<file path="config.mk">
export PLATFORM = sky130hd
export DESIGN_NAME = alu_req_scheduler
export DESIGN_NICKNAME = d
export VERILOG_FILES = /design/src/rtl/alu_req_scheduler.sv
export SDC_FILE = /design/constraint.sdc
export NUM_CORES = 1
export LEC_CHECK = 0
export ABC_AREA = 1
export CAP_MARGIN = 20
export CORE_MARGIN = 5
export CORE_UTILIZATION = 30
export CTS_BUF_LIST = sky130_fd_sc_hd__clkbuf_2
export DETAILED_ROUTE_END_ITERATION = 8
export PLACE_DENSITY = 0.61
export SLEW_MARGIN = 20
export SYNTH_ARGS = -nofsm -noshare
export SYNTH_HDL_FRONTEND = slang
export SYNTH_SLANG_ARGS = --single-unit
</file>
<file path="constraint.sdc">
create_clock -name clk -period 1.65 [get_ports clk]
set_clock_uncertainty 0.05 [all_clocks]
set_input_delay 0.2475 -clock clk [delete_from_list [all_inputs] [get_ports clk]]
set_output_delay 0.2475 -clock clk [all_outputs]
set_load 0.02 [all_outputs]
</file>
<file path="src/rtl/alu_req_scheduler.sv">
// Round-robin scheduler sharing one combinational ALU between two requesters; latency ALU_LAT+1 cycles (1 for illegal op).
// Backpressure: a response held by rsp_ready=0 stalls in RESP and blocks all new grants.
module alu_req_scheduler #(
  parameter int ALU_LAT = 2,
  parameter int CNT_W   = 8
) (
  input  logic             clk,
  input  logic             rst_n,
  input  logic             req0_valid,
  output logic             req0_ready,
  input  logic [15:0]      req0_a,
  input  logic [15:0]      req0_b,
  input  logic [3:0]       req0_op,
  input  logic             req1_valid,
  output logic             req1_ready,
  input  logic [15:0]      req1_a,
  input  logic [15:0]      req1_b,
  input  logic [3:0]       req1_op,
  output logic [15:0]      alu_a,
  output logic [15:0]      alu_b,
  output logic [3:0]       alu_op,
  input  logic [31:0]      alu_result,
  input  logic [1:0]       alu_err,
  output logic             rsp_valid,
  input  logic             rsp_ready,
  output logic             rsp_id,
  output logic [31:0]      rsp_data,
  output logic [1:0]       rsp_err,
  output logic             busy,
  output logic [CNT_W-1:0] done_cnt
);
  localparam int LW = $clog2(ALU_LAT + 1);

  typedef enum logic [1:0] {IDLE, WAIT, RESP} state_t;

  state_t        state, state_nxt;
  logic          last_id;
  logic          any_vld;
  logic          grant_id;
  logic          accept;
  logic          op_legal;
  logic          div_zero;
  logic          rsp_fire;
  logic [15:0]   sel_a;
  logic [15:0]   sel_b;
  logic [3:0]    sel_op;
  logic [LW-1:0] cnt;

  // On a tie the requester that was not served last wins.
  always_comb begin
    any_vld  = req0_valid | req1_valid;
    grant_id = (req0_valid & req1_valid) ? ~last_id : req1_valid;
    sel_a    = grant_id ? req1_a  : req0_a;
    sel_b    = grant_id ? req1_b  : req0_b;
    sel_op   = grant_id ? req1_op : req0_op;
    op_legal = (sel_op <= 4'd4);
    div_zero = ((alu_op == 4'd3) || (alu_op == 4'd4)) && (alu_b == 16'd0);
    accept   = (state == IDLE) && any_vld;
    rsp_fire = (state == RESP) && rsp_ready;
  end

  always_ff @(posedge clk or negedge rst_n) begin
    if (!rst_n) begin
      state <= IDLE;
    end else begin
      state <= state_nxt;
    end
  end

  always_comb begin
    state_nxt  = state;
    req0_ready = 1'b0;
    req1_ready = 1'b0;
    rsp_valid  = 1'b0;
    busy       = (state != IDLE);
    case (state)
      IDLE: begin
        req0_ready = any_vld & ~grant_id;
        req1_ready = any_vld & grant_id;
        if (any_vld) begin
          state_nxt = op_legal ? WAIT : RESP;
        end
      end
      WAIT: begin
        if (cnt == LW'(1)) begin
          state_nxt = RESP;
        end
      end
      RESP: begin
        rsp_valid = 1'b1;
        if (rsp_ready) begin
          state_nxt = IDLE;
        end
      end
      default: state_nxt = IDLE;
    endcase
  end

  // Illegal opcodes never reach the ALU, so its inputs keep the last legal op.
  always_ff @(posedge clk or negedge rst_n) begin
    if (!rst_n) begin
      alu_a    <= '0;
      alu_b    <= '0;
      alu_op   <= '0;
      rsp_id   <= 1'b0;
      rsp_data <= '0;
      rsp_err  <= '0;
      last_id  <= 1'b1;
      cnt      <= '0;
      done_cnt <= '0;
    end else begin
      if (accept) begin
        rsp_id  <= grant_id;
        last_id <= grant_id;
        if (op_legal) begin
          alu_a  <= sel_a;
          alu_b  <= sel_b;
          alu_op <= sel_op;
          cnt    <= LW'(ALU_LAT);
        end else begin
          rsp_data <= '0;
          rsp_err  <= 2'b01;
        end
      end
      if (state == WAIT) begin
        cnt <= cnt - LW'(1);
        if (cnt == LW'(1)) begin
          rsp_data <= div_zero ? 32'd0 : alu_result;
          rsp_err  <= div_zero ? 2'b10 : alu_err;
        end
      end
      if (rsp_fire) begin
        done_cnt <= done_cnt + CNT_W'(1);
      end
    end
  end

endmodule
</file>
Yosys cells after proc, flatten, opt, wreduce, memory -nomap -nowiden
Index checks and enable logic that the tools add are counted.
{"block": "word_totals", "reg_bits": 84, "out_inout_bits": 83, "word_cells": 64}
{"block": "op_classes", "addsub": 2, "n_lt_le_gt_ge": 1, "eq_ne": 8, "n_mux": 25, "n_bitwise": 6, "n_reduce_logical": 12}
{"cell": "$mux 32", "count": 5}
{"cell": "$mux 16", "count": 2}
{"cell": "$mux 2", "count": 12}
{"cell": "$logic_not 16->1", "count": 1}
{"cell": "$add 8x1->8 const B", "count": 1}
{"cell": "$ne 2x2->1 const B", "count": 3}
{"cell": "$pmux 2 s3", "count": 1}
{"cell": "$reduce_bool 2->1", "count": 3}
{"cell": "$eq 2x1->1 const B", "count": 2}
{"cell": "$eq 4x2->1 const B", "count": 1}
{"cell": "$eq 4x3->1 const B", "count": 1}
{"cell": "$le 4x3->1 const B", "count": 1}
{"cell": "$mux 1", "count": 4}
{"cell": "$mux 4", "count": 1}
{"cell": "$reduce_and 2->1", "count": 2}
{"cell": "$and 1x1->1", "count": 3}
{"cell": "$logic_and 1x1->1", "count": 3}
{"cell": "$reduce_and 3->1", "count": 1}
{"cell": "$eq 2x2->1 const B", "count": 1}
{"cell": "$logic_not 2->1", "count": 1}
{"cell": "$not 1->1", "count": 2}
{"cell": "$sub 2x1->2 const B", "count": 1}
{"cell": "$logic_or 1x1->1", "count": 1}
{"cell": "$or 1x1->1", "count": 1}

Logic depth before layout (Yosys ltp)
{"block": "logic_depth", "ltp_word": 8, "mapped_depth": 12, "depth_no_buf": 10}

Worst setup path before layout
OpenSTA, ideal clock, no wires.
{"block": "synth_path", "path_type": "register to register", "start": "register state[0]", "end": "register done_cnt[7]", "setup_ps": 128, "t_arrival_ps": 1475, "slack_ps": -4, "stages_incl_launch_ff": 6, "n_path_buf": 0, "synth_period_minus_slack_ps": 1654, "path_cell_list": "dfrtp_1 nor2_1 nand2_1 nor3_1 nand4_1 xnor2_1"}
{"block": "synth_via", "elab_chain_cells": 2}
{"item": "start, declared", "line_no": "36", "source": "state_t state, state_nxt;"}
{"item": "start signal, assigned", "line_no": "66", "source": "state <= state_nxt;"}
{"item": "$eq 2x2->1", "line_no": "59", "source": "rsp_fire = (state == RESP) && rsp_ready;"}
{"item": "$logic_and 1x1->1", "line_no": "59"}
{"item": "end signal, assigned", "line_no": "133", "source": "done_cnt <= done_cnt + CNT_W'(1);"}
{"item": "end, declared", "line_no": "30", "source": "output logic [CNT_W-1:0] done_cnt"}
Every way passes these cells.
A chain may end at the register's enable or synchronous reset.

Worst setup path after layout
{"block": "layout_path", "start": "register last_id", "end": "register rsp_data[3]"}
{"block": "layout_via", "elab_chain_cells": 8}
{"item": "start, declared", "line_no": "37", "source": "logic last_id;"}
{"item": "start signal, assigned", "line_no": "114", "source": "last_id <= grant_id;"}
{"item": "$not 1->1 (*)", "line_no": "52", "source": "grant_id = (req0_valid & req1_valid) ? ~last_id : req1_valid;"}
{"item": "$mux 1 (*)", "line_no": "52"}
{"item": "$mux 4 (*)", "line_no": "55", "source": "sel_op = grant_id ? req1_op : req0_op;"}
{"item": "$le 4x3->1 (*)", "line_no": "56", "source": "op_legal = (sel_op <= 4'd4);"}
{"item": "$mux 32 (*)", "line_no": "115", "source": "if (op_legal) begin"}
{"item": "$mux 32 (*)", "line_no": "112", "source": "if (accept) begin"}
{"item": "$mux 32", "line_no": "127", "source": "if (cnt == LW'(1)) begin"}
{"item": "$mux 32 (*)", "line_no": "125", "source": "if (state == WAIT) begin"}
{"item": "end signal, assigned", "line_no": "128", "source": "rsp_data <= div_zero ? 32'd0 : alu_result;"}
{"item": "end, declared", "line_no": "27", "source": "output logic [31:0] rsp_data,"}
Every way passes the cells marked *; elsewhere a longest branch is shown, timed or not.

==> metrics.cfg <==
[outcome]
status = finished with violations
violations = negative setup slack

[synth]
synthCells = 482
synth_area_leader_cell = dfrtp_1
synth.most_common_cell = nand2_1
async_reset_ff_frac = 1.00
yosysWarnings = 0
ys_seq_area_frac = 0.508
postSynthAreaPerCell_um2 = 8.58
synth_top_cells_by_count = nand2_1 (164), dfrtp_1 (83), inv_1 (49), nand3_1 (39), mux2i_1 (32)
mappedNetlistNets = 595
ys_seq_elements = 84
synth_top_area_share = 0.502
synth.cell_area_um2 = 4140
synth_cell_types = 27
synth_top_cells_by_area = dfrtp_1 (50%), nand2_1 (15%), mux2i_1 (7.7%)
synth_edf_count = 0
ys.flop_type = dfrtp_1

[clock_network]
worstSkewPairLatency_ns = 0.54
clk_pin_slew_worst_paths_ns = 0.23
cts_buffer_depth = 2
cts_buffers = 9
clkSinkCount = 84
cts.htree.levels = 3
cts-root-buf = clkbuf_2
cts_tree = built

[die]
die_w_um = 127
rows = 43
dieHeight_um = 127
coreArea_um2 = 13700
initial_utilization = 0.302
boundaryPins = 194
die-area_um2 = 16200

[timing]
fin_crit_sh = 1.15
rsz0062_at_grt = true
setup_ws_ns = -0.251
worst_pin_slew_ns = 0.531
setup_tns_ns = -14.81
hold_violations = 0
clock.fmax_mhz = 526
drv_slew = 0
slew_headroom = 0.646
fin_crit_ns = 1.90
setup_viol = 77

[min_path]
holdCritPathClass = input port to async pin

[power_and_ir_drop]
comb_power_share = 0.569
powerDensity_nw_per_um2 = 1490
clkPwrFrac = 0.111
switching_share = 0.426
net-switching-power_mw = 4.56
power.internal_mw = 6.14
seq_power_share = 0.320
peakVddDrop_v = 0.000728
leakagePower_nw = 3.89

[detailed_routing]
num_vias = 4111
firstDrtPassIters = 4
route.detailed.wl_per_inst_um = 15.1
wl_mm = 14.0
drc = 0
antenna_left = 0
viasPerCell = 4.46
initialDrtViolationCount = 201

[cells_and_area]
drive_gt1_frac = 0.325
final_cells = 922
multi_input_area_um2 = 2020
syn2layout_area_growth_pct = 73.9
fin_nets = 852
seq_area_um2 = 2100
num_antenna_cells = 0
fin_area_um2 = 7190
nFillCells = 1290

[placed_design]
placed_area_um2 = 6390
post-dp-hpwl_mm = 9.17
port_buffers = 193
gp_congestion = 0.845
dp_worst_setup_slack_ns = -0.349
dp_cells = 855

[setup_path]
arrival_ns = 2.30
crit_path_end_kind = flop
worst-setup-path-type = flop to flop
cp-start-kind = flop
rr_worst_depth = 12
cp_common_cell = nand2_1
path_cells = nand2_2 > nand2_4 > buf_4 > nand2_1 > nand2_1 > inv_2 > nand2_4 > nand2_4 > buf_6 > buf_16 > nand2_1 > nand2_1
crit_slowest_cell = dfstp_2
crit_path_max_fanout = 8
cp_data_required_time_ns = 2.05
cpPeakStageDelay_ns = 0.60

[flow_run]
maxCapViolCount = 0

[global_route]
grt_overflow = 0
grt_max_degree = 85
track_usage = 0.162
antenna_found_initial = 0
grt_pass1_vias = 4053
grt_pass1_wl_mm = 20.9

[cells in the final DEF, fill, tap and decap left out, types with 9 or more instances in the layout]
cell type,instances
buf_2,9
buf_4,50
buf_6,12
clkbuf_2,55
clkdlybuf4s15_1,15
clkdlybuf4s50_1,109
dfrtp_1,83
inv_1,48
mux2i_1,32
nand2_1,131
nand2_2,11
nand2_4,24
nand3_1,37
nor2_1,17
o21ai_2,31
[sequential cells by signal, indices dropped and copies added (netlist names)]
register,count
rsp_data,32
rsp_id,1
alu_b,16
cnt,2
done_cnt,8
alu_op,4
last_id,1
alu_a,16
state,2
rsp_err,2
[routing by layer]
layer | global-route usage | share of wire
met1 | 0.195 | 0.41
met2 | 0.269 | 0.49
met3 | 0.0581 | 0.088
met4 | 0.0543 | 0.015
met5 | 0 | 0
[area by class of cell]
class | instances | area share
Clock buffer | 11 | 0.00765
Clock inverter | 3 | 0.00887
Inverter | 53 | 0.0283
Multi-Input combinational cell | 323 | 0.280
Sequential cell | 84 | 0.292
Tap cell | 180 | 0.0313
Timing Repair Buffer | 268 | 0.351
[path summary, 6_finish.rpt]
check                                    start            to  slack [ns]
worst min-delay path                     rst_n      alu_a[9]        0.12
min in group clk                alu_result[22]  rsp_data[22]        0.19
worst max-delay path                   last_id   rsp_data[3]       -0.25
worst min register to register         last_id       last_id        0.47
worst max register to register         last_id   rsp_data[3]       -0.25
max in group asynchronous                rst_n     alu_b[13]        0.94
[timing repair]
item / in CTS / in global routing
hold buffers: 1 / 0
pin swaps: 4 / 10
gates cloned: 4 / 10
hold endpoints to repair: 84 / 0
buffers inserted: 24 / 22
resized for setup: 182 / 177
setup endpoints to repair: 158 / 150
[through the flow]
| step | total power, mW | hold slack [ns] | utilization |
|---|---|---|---|
| final | 10.7 | 0.125 | 0.524 |
| after global routing | 11.5 | 0.136 | 0.524 |
| after CTS | 10.0 | 0.121 | 0.501 |
| after detailed placement | 8.56 | 0.270 | 0.466 |
| after global placement | 8.45 | 0.267 | 0.466 |
| after floorplan | 6.04 | -0.0981 | - |
[power groups by stage]
| stage | Combinational [mW] | Sequential, mW | Clock, mW |
|---|---|---|---|
| finish | 6.09 | 3.43 | 1.18 |
| global route | 6.62 | 3.53 | 1.32 |
| CTS | 5.48 | 3.33 | 1.23 |
| detailed placement | 5.17 | 3.39 | 0 |
| global placement | 5.08 | 3.37 | 0 |
| floorplan | 1.85 | 4.19 | 0 |
[cell families (layout without fill, tap and decap cells)]
family,after synthesis,count (layout),share of synthesized area
compound gates,44,44,0.0729
xor+xnor,6,6,0.0127
fa+ha+maj,2,2,0.00605
buf+inv,77,335,0.0859
flops,84,84,0.508
mux,33,33,0.0802
simple gates,236,238,0.234
[worst max-delay path: cells and delay by family, from the launching register on]
| family | cells | cell delay, ns |
|---|---|---|
| simple gates | 8 | 0.61 |
| buf+inv | 4 | 0.56 |
| flops | 1 | 0.60 |
Power figures use the tool's default switching activity.
